<file path="src/rtl/bpu_pkg.sv">
// Shared branch-predictor definitions: PHT entry layout, the post-reset
// entry value, and the PC -> table index / BTB tag slicing used by both the
// fetch-side predictor and the update unit.
package bpu_pkg;

  localparam int ENTRY_W = 10;
  localparam int HIST_HI = 9;
  localparam int HIST_LO = 8;

  typedef logic [ENTRY_W-1:0] pht_entry_t;

  // Weak not-taken in all four counters, local history 00.
  localparam pht_entry_t INIT_ENTRY = 10'b00_01010101;

  // Low bit of 2-bit counter k inside an entry.
  function automatic int ctr_lo(input int k);
    return 2 * k;
  endfunction

  // Table index: pc[depth+2:3] (pc[2] picks the slot inside a line).
  function automatic logic [63:0] pc_index(input logic [63:0] pc, input int depth);
    return (pc >> 3) & ((64'd1 << depth) - 64'd1);
  endfunction

  // BTB tag: the width bits sitting directly above the index.
  function automatic logic [63:0] pc_tag(input logic [63:0] pc, input int depth,
                                         input int width);
    return (pc >> (depth + 3)) & ((64'd1 << width) - 64'd1);
  endfunction

endpackage

</file>
<file path="src/rtl/pht_entry_update.sv">
// Pure combinational PHT entry update: the counter selected by the entry's
// local history moves one step toward the actual direction (saturating at
// 0 and 3) and the outcome is shifted into the history.
module pht_entry_update
  import bpu_pkg::*;
(
  input  pht_entry_t entry_i,
  input  logic       taken_i,
  output pht_entry_t entry_o
);

  logic [1:0] hist;
  logic [1:0] ctr;
  logic [1:0] ctr_nxt;

  // Select, step and reinsert the history-addressed counter.
  always_comb begin
    // NOTE: every variable written here gets a value on every path first,
    // otherwise synthesis infers a latch to hold the old value.
    hist = entry_i[HIST_HI:HIST_LO];
    ctr  = 2'b00;
    for (int k = 0; k < 4; k++) begin
      if (hist == 2'(k)) ctr = entry_i[ctr_lo(k) +: 2];
    end

    if (taken_i) ctr_nxt = (ctr == 2'b11) ? ctr : ctr + 2'b01;
    else         ctr_nxt = (ctr == 2'b00) ? ctr : ctr - 2'b01;

    entry_o = entry_i;
    for (int k = 0; k < 4; k++) begin
      if (hist == 2'(k)) entry_o[ctr_lo(k) +: 2] = ctr_nxt;
    end
    entry_o[HIST_HI:HIST_LO] = {hist[0], taken_i};
  end

endmodule

</file>
<file path="src/rtl/predict_update_unit.sv">
// Branch predictor write side. Clears the PHT/BTB after reset (INIT), then
// accepts one resolved EX op per cycle (RUN). Cycle T: index the PHT and
// register the op. Cycle T+1: write the updated PHT entry / BTB target and
// pulse ex_wrong + redirect on a mispredict. An op whose line/slot is being
// written while it reads takes the in-flight write data instead of pht_rdata,
// so back-to-back updates to one entry compound.
// Optional: define BPU_STATS_EN to add stat_br_cnt / stat_miss_cnt.
module predict_update_unit
  import bpu_pkg::*;
#(
  parameter int ADDR_WIDTH = 32,
  parameter int HASH_DEPTH = 5,
  parameter int HASH_WIDTH = 24,
  parameter int PARA_WIDTH = 10
) (
  input  logic                    clk,
  input  logic                    rst,
  input  logic                    ex_vld,
  output logic                    ex_ready,
  input  logic [ADDR_WIDTH-1:0]   ex_pc,
  input  logic                    ex_is_br,
  input  logic                    ex_taken,
  input  logic [ADDR_WIDTH-1:0]   ex_target,
  input  logic                    ex_pred_taken,
  input  logic [ADDR_WIDTH-1:0]   ex_pred_pc,
  output logic [HASH_DEPTH-1:0]   pht_raddr,
  input  logic [2*PARA_WIDTH-1:0] pht_rdata,
  output logic [1:0]              pht_we,
  output logic [HASH_DEPTH-1:0]   pht_waddr,
  output logic [PARA_WIDTH-1:0]   pht_wdata,
  output logic [1:0]              btb_we,
  output logic [HASH_WIDTH-1:0]   btb_wtag,
  output logic [ADDR_WIDTH-1:0]   btb_wtarget,
  output logic                    ex_wrong,
  output logic                    redirect_vld,
  output logic [ADDR_WIDTH-1:0]   redirect_pc
`ifdef BPU_STATS_EN
  ,
  output logic [31:0]             stat_br_cnt,
  output logic [31:0]             stat_miss_cnt
`endif
);

  localparam logic [0:0] ST_INIT = 1'b0;
  localparam logic [0:0] ST_RUN  = 1'b1;

  logic [0:0]            state_q, state_d;
  logic [HASH_DEPTH-1:0] init_cnt_q, init_cnt_d;
  logic                  init_wr_q, init_wr_d;
  logic [1:0]            pht_we_q, pht_we_d;
  logic [HASH_DEPTH-1:0] pht_waddr_q, pht_waddr_d;
  logic                  upd_taken_q, upd_taken_d;
  logic                  fwd_vld_q, fwd_vld_d;
  pht_entry_t            fwd_entry_q, fwd_entry_d;
  logic [1:0]            btb_we_q, btb_we_d;
  logic [HASH_WIDTH-1:0] btb_wtag_q, btb_wtag_d;
  logic [ADDR_WIDTH-1:0] btb_wtarget_q, btb_wtarget_d;
  logic                  ex_wrong_q, ex_wrong_d;
  logic                  redirect_vld_q, redirect_vld_d;
  logic [ADDR_WIDTH-1:0] redirect_pc_q, redirect_pc_d;

  logic                  accept;
  logic [HASH_DEPTH-1:0] ex_idx;
  logic [HASH_WIDTH-1:0] ex_tag;
  logic [1:0]            ex_slot_mask;
  logic [ADDR_WIDTH-1:0] correct_next;
  logic                  mispredict;
  pht_entry_t            base_entry;
  pht_entry_t            upd_entry;

  assign ex_ready     = (state_q == ST_RUN);
  assign accept       = ex_vld & ex_ready;
  assign ex_idx       = HASH_DEPTH'(pc_index(64'(ex_pc), HASH_DEPTH));
  assign ex_tag       = HASH_WIDTH'(pc_tag(64'(ex_pc), HASH_DEPTH, HASH_WIDTH));
  // Slot 1 (pc[2] = 0) is the upper half of each line and we bit 1.
  assign ex_slot_mask = ex_pc[2] ? 2'b01 : 2'b10;
  assign correct_next = ex_taken ? ex_target : ex_pc + ADDR_WIDTH'(4);
  assign mispredict   = (ex_pred_taken != ex_taken) | (ex_pred_pc != correct_next);
  assign pht_raddr    = ex_idx;

  // Entry being updated this cycle: forwarded in-flight write, else table data.
  always_comb begin
    if (fwd_vld_q)        base_entry = fwd_entry_q;
    else if (pht_we_q[1]) base_entry = pht_rdata[2*PARA_WIDTH-1:PARA_WIDTH];
    else                  base_entry = pht_rdata[PARA_WIDTH-1:0];
  end

  pht_entry_update u_entry_update (
    .entry_i (base_entry),
    .taken_i (upd_taken_q),
    .entry_o (upd_entry)
  );

  // Write data is formed in the write cycle, once the old entry is available.
  always_comb begin
    if (init_wr_q)     pht_wdata = INIT_ENTRY;
    else if (|pht_we_q) pht_wdata = upd_entry;
    else               pht_wdata = '0;
  end

  // Next-state: init sweep, or register an accepted op for its T+1 effects.
  always_comb begin
    state_d        = state_q;
    init_cnt_d     = init_cnt_q;
    init_wr_d      = 1'b0;
    pht_we_d       = 2'b00;
    pht_waddr_d    = pht_waddr_q;
    upd_taken_d    = upd_taken_q;
    fwd_vld_d      = 1'b0;
    fwd_entry_d    = fwd_entry_q;
    btb_we_d       = 2'b00;
    btb_wtag_d     = btb_wtag_q;
    btb_wtarget_d  = btb_wtarget_q;
    ex_wrong_d     = 1'b0;
    redirect_vld_d = 1'b0;
    redirect_pc_d  = redirect_pc_q;

    if (state_q == ST_INIT) begin
      init_wr_d   = 1'b1;
      pht_we_d    = 2'b11;
      pht_waddr_d = init_cnt_q;
      if (init_cnt_q == '1) state_d = ST_RUN;
      else                  init_cnt_d = init_cnt_q + HASH_DEPTH'(1);
    end else if (accept) begin
      if (ex_is_br) begin
        pht_we_d    = ex_slot_mask;
        pht_waddr_d = ex_idx;
        upd_taken_d = ex_taken;
        // The table returns pre-write data when a read meets a write to the
        // same entry, so capture the write data for this op instead.
        fwd_vld_d   = (|(pht_we_q & ex_slot_mask)) && (pht_waddr_q == ex_idx);
        fwd_entry_d = pht_wdata;
        if (ex_taken) begin
          btb_we_d      = ex_slot_mask;
          btb_wtag_d    = ex_tag;
          btb_wtarget_d = {ex_target[ADDR_WIDTH-1:2], 2'b00};
        end
      end
      if (mispredict) begin
        ex_wrong_d     = 1'b1;
        redirect_vld_d = 1'b1;
        redirect_pc_d  = correct_next;
      end
    end
  end

  // State registers; reset drops any pending op and restarts the init sweep.
  always_ff @(posedge clk or posedge rst) begin
    if (rst) begin
      state_q        <= ST_INIT;
      init_cnt_q     <= '0;
      init_wr_q      <= 1'b0;
      pht_we_q       <= 2'b00;
      pht_waddr_q    <= '0;
      upd_taken_q    <= 1'b0;
      fwd_vld_q      <= 1'b0;
      fwd_entry_q    <= '0;
      btb_we_q       <= 2'b00;
      btb_wtag_q     <= '0;
      btb_wtarget_q  <= '0;
      ex_wrong_q     <= 1'b0;
      redirect_vld_q <= 1'b0;
      redirect_pc_q  <= '0;
    end else begin
      // NOTE: non-blocking assignments so every register samples the values
      // from before this edge, independent of statement order.
      state_q        <= state_d;
      init_cnt_q     <= init_cnt_d;
      init_wr_q      <= init_wr_d;
      pht_we_q       <= pht_we_d;
      pht_waddr_q    <= pht_waddr_d;
      upd_taken_q    <= upd_taken_d;
      fwd_vld_q      <= fwd_vld_d;
      fwd_entry_q    <= fwd_entry_d;
      btb_we_q       <= btb_we_d;
      btb_wtag_q     <= btb_wtag_d;
      btb_wtarget_q  <= btb_wtarget_d;
      ex_wrong_q     <= ex_wrong_d;
      redirect_vld_q <= redirect_vld_d;
      redirect_pc_q  <= redirect_pc_d;
    end
  end

  assign pht_we       = pht_we_q;
  assign pht_waddr    = pht_waddr_q;
  assign btb_we       = btb_we_q;
  assign btb_wtag     = btb_wtag_q;
  assign btb_wtarget  = btb_wtarget_q;
  assign ex_wrong     = ex_wrong_q;
  assign redirect_vld = redirect_vld_q;
  assign redirect_pc  = redirect_pc_q;

`ifdef BPU_STATS_EN
  logic [31:0] br_cnt_q, br_cnt_d;
  logic [31:0] miss_cnt_q, miss_cnt_d;

  assign br_cnt_d   = br_cnt_q + 32'(accept & ex_is_br);
  assign miss_cnt_d = miss_cnt_q + 32'(ex_wrong_q);

  // Event counters; no accepts and no mispredict pulses occur during INIT.
  always_ff @(posedge clk or posedge rst) begin
    if (rst) begin
      br_cnt_q   <= '0;
      miss_cnt_q <= '0;
    end else begin
      br_cnt_q   <= br_cnt_d;
      miss_cnt_q <= miss_cnt_d;
    end
  end

  assign stat_br_cnt   = br_cnt_q;
  assign stat_miss_cnt = miss_cnt_q;
`endif

endmodule
</file>
<file path="config.mk">
export PLATFORM = sky130hd
export DESIGN_NAME = predict_update_unit
export DESIGN_NICKNAME = d
export VERILOG_FILES = /design/src/rtl/bpu_pkg.sv /design/src/rtl/pht_entry_update.sv /design/src/rtl/predict_update_unit.sv
export SDC_FILE = /design/constraint.sdc
export NUM_CORES = 1
export LEC_CHECK = 0
export CAP_MARGIN = 20
export CORE_MARGIN = 1.5
export CORE_UTILIZATION = 40
export CTS_BUF_LIST = sky130_fd_sc_hd__clkbuf_16
export CTS_CLUSTER_DIAMETER = 150
export DETAILED_ROUTE_END_ITERATION = 10
export GPL_TIMING_DRIVEN = 1
export PLACE_DENSITY = 0.75
export SYNTH_ARGS = -nofsm -noshare
export SYNTH_HDL_FRONTEND = slang
export SYNTH_HIERARCHICAL = 1
export SYNTH_SLANG_ARGS = --single-unit
</file>
<file path="constraint.sdc">
create_clock -name clk -period 3.9 [get_ports clk]
set_input_delay 0.975 -clock clk [delete_from_list [all_inputs] [get_ports clk]]
set_output_delay 0.975 -clock clk [all_outputs]
set_load 0.005 [all_outputs]
</file>
**After elaboration in Yosys (flattened, before gate mapping)**

Index checks and enable logic that the tools add are counted.

- Divide/modulo/power cells: 0
- $add $sub $neg: 4
- Multiplexer cells: 36
- Order comparisons: 0
- Shift operators: 0
- Bitwise gates (word level): 5
- Equality and inequality tests: 10
- $mul: 0
- Reduce and logical (&&, ||, !) cells: 10

Operator list:

| cell | number |
|---|---|
| $mux W10 | 4 |
| $mux W2 | 19 |
| $add A32 B3 Y32 const B | 1 |
| $mux W32 | 1 |
| $ne A32 B32 Y1 | 1 |
| $mux W5 | 3 |
| $mux W1 | 9 |
| $eq A2 B2 Y1 const B | 3 |
| $reduce_and A3 Y1 | 2 |
| $add A5 B1 Y5 const B | 1 |
| $eq A5 B5 Y1 | 1 |
| $eq A5 B5 Y1 const B | 1 |
| $logic_not A2 Y1 | 2 |
| $reduce_and A2 Y1 | 2 |
| $reduce_and A4 Y1 | 1 |
| $reduce_or A2 Y1 | 2 |
| $add A2 B1 Y2 const B | 1 |
| $and A2 B2 Y2 | 1 |
| $eq A2 B1 Y1 const B | 1 |
| $ne A2 B1 Y1 const B | 1 |
| $ne A2 B2 Y1 const B | 1 |
| $not A1 Y1 | 2 |
| $sub A2 B1 Y2 const B | 1 |
| $and A1 B1 Y1 | 1 |
| other kinds (3) | 3 |

- Register bits after elaboration: 115
- Bits in latches: 0
- Logic and storage cells: 78
- RAM bits: 0
- Input bits: 122
- Memories kept: 0
- Bits in read-only memories: 0

**Longest topological paths before layout**

Gate-level depths: netlist (run 1).

- Depth after elaboration: 13
- Depth in mapped cells: 13
- Mapped depth without buffers: 10

**Modules after synthesis**

Netlist (run 1), hierarchy kept.

Modules (own cells, without submodules):

| module | cells an instance | area an instance (um2) | sequential area each (um2) | times used |
|---|---|---|---|---|
| predict_update_unit | 706 | 7153.1 | 2877.8 | 1 |
| pht_entry_update | 35 | 205.2 | 0.0 | 1 |

**Least setup slack after synthesis (run 1)**

OpenSTA, ideal clock, no wires.

- Path type: input port to flip-flop
- Start: in ex_pc[7]
- End: reg redirect_pc_q[0] (netlist: redirect_pc[0])
- Arrival time: 4.145 ns
- Cell stages on the path: 12
- Slack: -0.370 ns
- Required time: 3.775 ns
- Path through: buf_2 nand4_1 nor4_2 mux2i_1 nor3_1 a311o_1 or4_1 or4_1 o311a_1 buf_6 buf_6 mux2_4

- Word-level cells in the longest chain between the ends: 5

RTL lines:

| element | line | text |
|---|---|---|
| start, declared | predict_update_unit.sv:20 | `input logic [ADDR_WIDTH-1:0] ex_pc,` |
| $add A32 B3 Y32 | predict_update_unit.sv:77 | `assign correct_next = ex_taken ? ex_target : ex_pc + ADDR_WIDTH'(4);` |
| $mux W32 | predict_update_unit.sv:77 |  |
| $ne A32 B32 Y1 | predict_update_unit.sv:78 | `assign mispredict = (ex_pred_taken != ex_taken) \| (ex_pred_pc != correct_next);` |
| $or A1 B1 Y1 | predict_update_unit.sv:78 |  |
| $reduce_and A3 Y1 (no line) | -- |  |
| end signal, assigned | predict_update_unit.sv:180 | `redirect_pc_q <= redirect_pc_d;` |
| end, declared | predict_update_unit.sv:60 | `logic [ADDR_WIDTH-1:0] redirect_pc_q, redirect_pc_d;` |

Every way passes these cells.
A chain may end at the register's enable or synchronous reset.

**Worst setup path in the final report (run 1)**

- Start: in ex_pc[6]
- End: reg redirect_pc_q[10] (netlist: redirect_pc[10])

- Word-level cells in the longest chain between the ends: 5

RTL lines:

| element | line |
|---|---|
| $add A32 B3 Y32 (*) | predict_update_unit.sv:77 |
| $mux W32 (*) | predict_update_unit.sv:77 |
| $ne A32 B32 Y1 | predict_update_unit.sv:78 |
| $or A1 B1 Y1 | predict_update_unit.sv:78 |
| $reduce_and A3 Y1 (no line) | -- |

Mark *: on every way between the ends. The rest lies on a longest branch, timed or not.

==> key figures, run 1 <==
Outcome
  • Status: finished with violations
  • Failing checks: negative setup slack

STA
  • Max_slew headroom: 56.06%
  • Final worst setup slack: -0.07733 ns
  • Period Utilization, post-route: 102.0%
  • Setup TNS: -1.394 ns
  • Count of final setup violators: 31
  • Fmax: 0.2514 GHz
  • Final hold vios: 0
  • Worst Skew: 0.006521 ns
  • Slew Limit Fails: 0
  • Slew at the pin closest to its max-slew limit: 0.6590 ns
  • Minimum clock period: 3.977 ns
  • Worst hold slack: between 0.4 and 0.5 ns
  • RSZ-0062 raised after global routing: true

Power
  • Share of power burned in combinational logic: 28.6%
  • Pint: 3.152 mW
  • Sequential share of power: between 30% and 40%
  • Lkg Pwr: 5.475 nW
  • Cell Pwr Density: 354.5 nW/µm²
  • Clock share of power: 37.5%
  • P_sw: 1.160 mW
  • Max IR drop VDD: 313.4 µV
  • Net Sw Frac: 26.90%
  • Total power: 4.311 mW

Synthesis
  • Yosys top cell by area: dfrtp_1
  • Post-synth top area share: 39.11%
  • Avg Inst Size Synth: approximately 10 µm²
  • Seq/Total Area, Yosys: between 30% and 40%
  • Distinct cells, synth: between 60 and 70
  • Synth warn: 6
  • Flops & latches, synth: 115
  • Synth top area cells: dfrtp_1, mux2_2, xnor2_1, mux2i_1, mux2_4
  • Most used DFF post-synth: dfrtp_1
  • Synth cell count leaders: dfrtp_1, nand2_1, mux2_2
  • Syn Std Cell Area: 7358 µm²
  • Most common cell in the netlist: dfrtp_1
  • Synthesized instance count: 741
  • Fraction of registers with async set/reset: between 90% and 100%
  • EDFF count, synth: 0

Global route
  • First-pass GRT wire length: 41,240 µm
  • Total global routing overflow: 0
  • Initial antenna violation count: 0
  • Vias in the first global route: 7,317
  • Largest net degree at the start of global routing: 68
  • Gr usage total: 27.77%

Worst setup path
  • CP delay by family, top: simple AND/OR/NAND/NOR gates
  • CP required: between 4 and 5 ns
  • Worst Path Arrival: roughly 4.3 ns
  • Cell Chain, Critical Path: buf_2 -> nand3_2 -> or4_4 -> buf_6 -> o31ai_4 -> a21oi_2 -> nor4_2 -> a41oi_2 -> or4_4 -> o311a_4 -> clkbuf_16 -> mux2_4
  • Setup Crit Path Kind: in -> reg
  • Slowest stage delay, CP: ~0.54 ns
  • Critical-path top delay cell: or4_4
  • CP max FO: 6
  • Most Frequent Cell on Critical Path: or4_4
  • CP Capture Type: flop
  • Crit path buf inv count: 3
  • Setup crit start kind: input pin

Route
  • Drt total wl: 27,190 µm
  • Met2 wire length: 12,930 µm
  • DR iter-0 viols: 424
  • Router iterations before antenna repair: 5
  • Antenna Violating Nets Remaining: 0
  • Via count: 7,229
  • Metal-1 WL: approximately 12,000 µm
  • DR WL/cell: between 15 and 20 µm
  • Highest Signal Layer: met4
  • Residual DRC: 0
  • Vias/cell: ~5.3
  • Met3 WL post-DR: 1531 µm

Die
  • Top Ports: 237
  • Initial core utilization: slightly above 40%
  • # rows: 49
  • Core Box Area: 18,020 µm²
  • Die area: around 19,000 µm²
  • Die width: 138.6 µm
  • Die Y-Extent: 138.6 µm

Clock tree
  • Clock latency on the worst-skew pair: approximately 0.42 ns
  • Clock Path Buffers: 2
  • Reg clk slew, reported paths: 0.06 ns
  • # clock sinks: 115
  • TritonCTS Buffers: 17
  • H-tree depth reported by CTS: 4
  • Clock root buffer: clkbuf_16
  • CTS tree: done
  • # hold bufs at CTS: 0

Placed design
  • Port Buffers: 234
  • DP Wirelength: 20,190 µm
  • Placed insts: 1,317
  • Final GP Congestion: 0.9442

Run
  • Max-Cap Viols: 0

Final layout
  • P&R area growth vs syn: 65.29%
  • Share of cells above drive strength 1: 35.21%
  • Final Non-Filler Cells: approximately 1,400
  • Fin util: 67.48%
  • Final nets: 1,251

Hold path
  • Min-Delay Path Class: reg -> reg
-- repair_timing --
| action | in CTS | in global routing |
|---|---|---|
| endpoints found under the setup margin | 36 | 41 |
| pin swaps | 24 | 27 |
| buffers inserted | 9 | 9 |
| gates cloned | 2 | 1 |
| gates resized for setup | 183 | 74 |
-- state kept, by name, summed over array words and instances (netlist names) --
signal	flops
btb_we	2
btb_wtag	24
btb_wtarget	30
ex_ready	1
fwd_entry_q	10
fwd_vld_q	1
init_cnt_q	5
init_wr_q	1
pht_waddr	5
pht_we	2
redirect_pc	32
redirect_vld	1
upd_taken_q	1
-- metal layers --
metal / vias to the layer above / track usage (%)
met2: 286 / 44.54
met1: 3508 / 37.54
met5: - / 0
met3: 40 / 6.181
li1: 3395 / -
met4: 0 / 8.772
-- worst min-delay path, stage by stage, from the launching register on --
cell	delay [ns]
dfrtp_1	0.34
nand2_1	0.05
o21ai_0	0.06
-- worst paths after layout --
path / start / end / cells after the start / slack (ns)
worst max-delay path: ex_pc[6] / redirect_pc[10] / 12 / -0.08
worst min register to register: btb_wtag[3] / btb_wtag[3] / 2 / 0.49
worst min-delay path: btb_wtag[3] / btb_wtag[3] / 2 / 0.49
worst max register to register: pht_we[1] / fwd_entry_q[1] / 8 / 1.70
max in group asynchronous: rst / btb_wtarget[28] / 3 / 2.30
min in group asynchronous: rst / init_cnt_q[3] / 2 / 0.82
-- per-stage QoR --
stage               instance area (µm²)  setup slack [ns]
finish                            12160          -0.07733
CTS                               11910          -0.01467
global route                      12160           -0.1231
global placement                  11040           -0.9024
floorplan                          7443           -0.1449
detailed placement                11040           -0.9622
-- power groups by stage --
stage	clock network [mW]	logic, mW	registers (mW)
floorplan	0	0.450	1.47
global placement	0	1.15	1.47
detailed placement	0	1.16	1.48
CTS	1.64	1.20	1.46
global route	1.70	1.31	1.48
finish	1.62	1.23	1.46
-- layout by cell type, fill, tap and decap left out, drive strengths merged, types with 4 or more instances in the layout --
cell type / count
clkinvlp: 4
o2111ai: 4
nand2: 68
a31oi: 4
or4: 6
nor2b: 5
buf: 206
a21oi: 20
mux2: 87
and2: 7
xnor2: 52
dfrtp: 115
nand4: 24
nand3: 13
dlygate4sd2: 22
xor2: 29
clkinv: 5
and4: 5
clkdlybuf4s15: 7
dlymetal6s2s: 13
o31ai: 6
nor2: 42
nor4: 11
clkdlybuf4s50: 164
bufinv: 4
o21ai: 55
and3: 6
mux2i: 33
a21o: 7
nand2b: 5
clkbuf: 28
nor3: 9
inv: 29
-- cells by family (layout without fill, tap and decap cells) --
family / count (synthesis) / count (layout) / synth area share [%]
adders and majority gates: 4 / 4 / 0.6632
buffers and inverters: 85 / 482 / 5.696
and+or+nand+nor: 212 / 212 / 15.44
muxes: 120 / 120 / 18.82
xor gates and xnor gates: 82 / 82 / 9.947
DFF: 115 / 115 / 39.11
other: 1 / 3 / 0.05096
AOI/OAI and AO/OA: 122 / 122 / 10.27
-- cell type report --
class                      count  area, µm²
sequential                   115       2878
inverter                      27      105.1
fill                        1455       5862
clock inverter                15      173.9
antenna                        1      2.502
multi-input combinational    542       4447
tap                          229      286.5
clock buffer                  17      425.4
timing repair buffer         423       3845
Note: power is estimated with default switching activity, not from simulation.
==> run 2: changes to the inputs <==
--- a/config.mk
+++ b/config.mk
@@ -9,7 +9,7 @@
 export CORE_MARGIN = 1.5
 export CORE_UTILIZATION = 40
 export CTS_BUF_LIST = sky130_fd_sc_hd__clkbuf_16
-export CTS_CLUSTER_DIAMETER = 150
+export CTS_CLUSTER_DIAMETER = 60
 export DETAILED_ROUTE_END_ITERATION = 10
 export GPL_TIMING_DRIVEN = 1
 export PLACE_DENSITY = 0.75
==> results of run 2 <==
The final DEF is identical to that of run 1; final timing and power are the same.
==> run 3: changes to the inputs <==
--- a/config.mk
+++ b/config.mk
@@ -13,6 +13,7 @@
 export DETAILED_ROUTE_END_ITERATION = 10
 export GPL_TIMING_DRIVEN = 1
 export PLACE_DENSITY = 0.75
+export SKIP_LAST_GASP = 1
 export SYNTH_ARGS = -nofsm -noshare
 export SYNTH_HDL_FRONTEND = slang
 export SYNTH_HIERARCHICAL = 1
==> run 3 against run 2 <==
The flow still finishes with violations (negative setup slack); die area stayed put; total power is essentially flat; first-iteration DRC count grew 5.4%; register-to-register slack worse by 0.03 ns; clock skew about the same; utilization shrank 0.19 points; largest cell class unchanged; final cell count decreased by 0.15%; global-route usage barely moved; sequential share of layout area rose by 0.066 points; critical path depth is the same; flip-flop and latch count stayed put; critical path type unchanged.
==> key figures, run 3 (synthesis gave the netlist of run 1 again) <==
Outcome
  • Status: finished with violations
  • Failing checks: negative setup slack

STA
  • Fmax: 0.2530 GHz
  • Slew Limit Fails: 0
  • Max_slew headroom: a little under three fifths
  • Final hold vios: 0
  • Worst Skew: 0.006333 ns
  • Final worst setup slack: -0.05201 ns
  • Period Utilization, post-route: 101.3%
  • Minimum clock period: 3.952 ns
  • RSZ-0062 raised after global routing: true
  • Worst hold slack: roughly 0.49 ns
  • Count of final setup violators: 26
  • Slew at the pin closest to its max-slew limit: about 0.67 ns

Route
  • Router iterations before antenna repair: 5
  • Met3 WL post-DR: between 1500 and 2000 µm
  • Vias/cell: about 5.3
  • Via count: between 7,000 and 8,000
  • Residual DRC: 0
  • DR WL/cell: between 15 and 20 µm
  • DR iter-0 viols: 447
  • Metal-1 WL: 12,140 µm
  • Drt total wl: around 27,000 µm
  • Antenna Violating Nets Remaining: 0
  • Highest Signal Layer: met4
  • Met2 wire length: 12,900 µm

Clock tree
  • # hold bufs at CTS: 0
  • H-tree depth reported by CTS: 4
  • Reg clk slew, reported paths: 0.06 ns
  • Clock Path Buffers: 2
  • Clock root buffer: clkbuf_16
  • CTS tree: done
  • # clock sinks: 115
  • TritonCTS Buffers: 17
  • Clock latency on the worst-skew pair: 0.43 ns

Global route
  • Total global routing overflow: 0
  • Vias in the first global route: 7,318
  • Initial antenna violation count: 0
  • Gr usage total: 27.74%
  • Largest net degree at the start of global routing: 68
  • First-pass GRT wire length: 41,190 µm

Worst setup path
  • Most Frequent Cell on Critical Path: or4_4
  • Slowest stage delay, CP: 0.54 ns
  • Setup Crit Path Kind: in -> reg
  • Critical-path top delay cell: or4_4
  • Cell Chain, Critical Path: buf_2 -> nand3_2 -> or4_4 -> buf_6 -> o31ai_4 -> a21oi_2 -> nor4_2 -> a41oi_2 -> or4_4 -> o311a_4 -> clkbuf_16 -> mux2_4
  • CP required: 4.21 ns
  • CP Capture Type: flop
  • Setup crit start kind: input pin
  • CP max FO: 6
  • Worst Path Arrival: 4.26 ns

Power
  • Total power: 4.310 mW
  • Lkg Pwr: between 5 and 6 nW
  • Cell Pwr Density: 355.4 nW/µm²
  • Max IR drop VDD: 323.2 µV

Final layout
  • Share of cells above drive strength 1: 34.92%
  • P&R area growth vs syn: 64.84%
  • Max reg flops: 32
  • Final nets: 1,249
  • Commonest non-fill, non-tap cells in the layout: clkdlybuf4s50_1, buf_4, dfrtp_1, nand2_1, mux2_2

Hold path
  • Min-Delay Path Class: reg -> reg

Die
  • # rows: 49
  • Die Y-Extent: roughly 140 µm
  • Die width: about 140 µm
  • Initial core utilization: 40.82%
  • Top Ports: 237
  • Die area: 19,220 µm²
  • Core Box Area: 18,020 µm²

Placed design
  • DP Wirelength: 20,190 µm
  • Port Buffers: ~230
  • Final GP Congestion: 0.9442

Run
  • Max-Cap Viols: 0
==> run 3: path summary, 6_finish.rpt <==
path	from	endpoint	slack (ns)	cells after the start
min in group asynchronous	rst	init_cnt_q[3]	0.81	2
max reg2reg	pht_we[1]	fwd_entry_q[4]	1.67	7
max in group asynchronous	rst	btb_wtarget[28]	2.30	3
min reg2reg	btb_wtag[3]	btb_wtag[3]	0.49	2
min	btb_wtag[3]	btb_wtag[3]	0.49	2
max	ex_pc[6]	redirect_pc[10]	-0.05	12
==> run 3: where the power goes <==
part           total, mW  switching [mW]  internal [mW]
clock               1.62           0.572           1.05
sequential          1.46           0.103           1.36
combinational       1.23           0.487          0.741
==> run 3: per-layer routing <==
layer / track usage [%] / vias to the layer above
met5: 0 / -
met1: 37.56 / 3523
met2: 44.41 / 281
li1: - / 3384
met3: 6.181 / 41
met4: 8.772 / 0
==> run 3: worst max-delay path, delay by kind of cell <==
kind | cells | cell delay (ns)
simple gates | 4 | 1.52
compound gates | 4 | 0.91
buf+inv | 3 | 0.54
mux | 1 | 0.30
==> run 3: stage by stage <==
stage	TNS (ns)	worst slack (ns)	std cells	util [%]	instance area (µm²)
floorplan	-3.339	-0.1449	742	-	7443
global placement	-28.37	-0.9024	1317	61.25	11040
detailed placement	-29.80	-0.9622	1317	61.25	11040
CTS	-0.1742	-0.02510	1359	66.06	11910
global route	-3.304	-0.1226	1366	67.28	12130
finish	-0.6350	-0.05201	1367	67.29	12130
==> run 3: cell type report <==
class	count	area (µm²)
clock inverters	15	173.9
repair buffers	421	3822
multi-input cells	542	4436
inverters	27	105.1
clock buffers	17	425.4
well taps	229	286.5
fillers	1465	5896
diodes	1	2.502
flip-flops and latches	115	2878
==> run 3: timing repair <==
item,4_1_cts,5_1_grt
cloned,2,1
pin swaps,24,26
buffers inserted,9,7
endpoints found under the setup margin,36,41
gates resized for setup,181,67
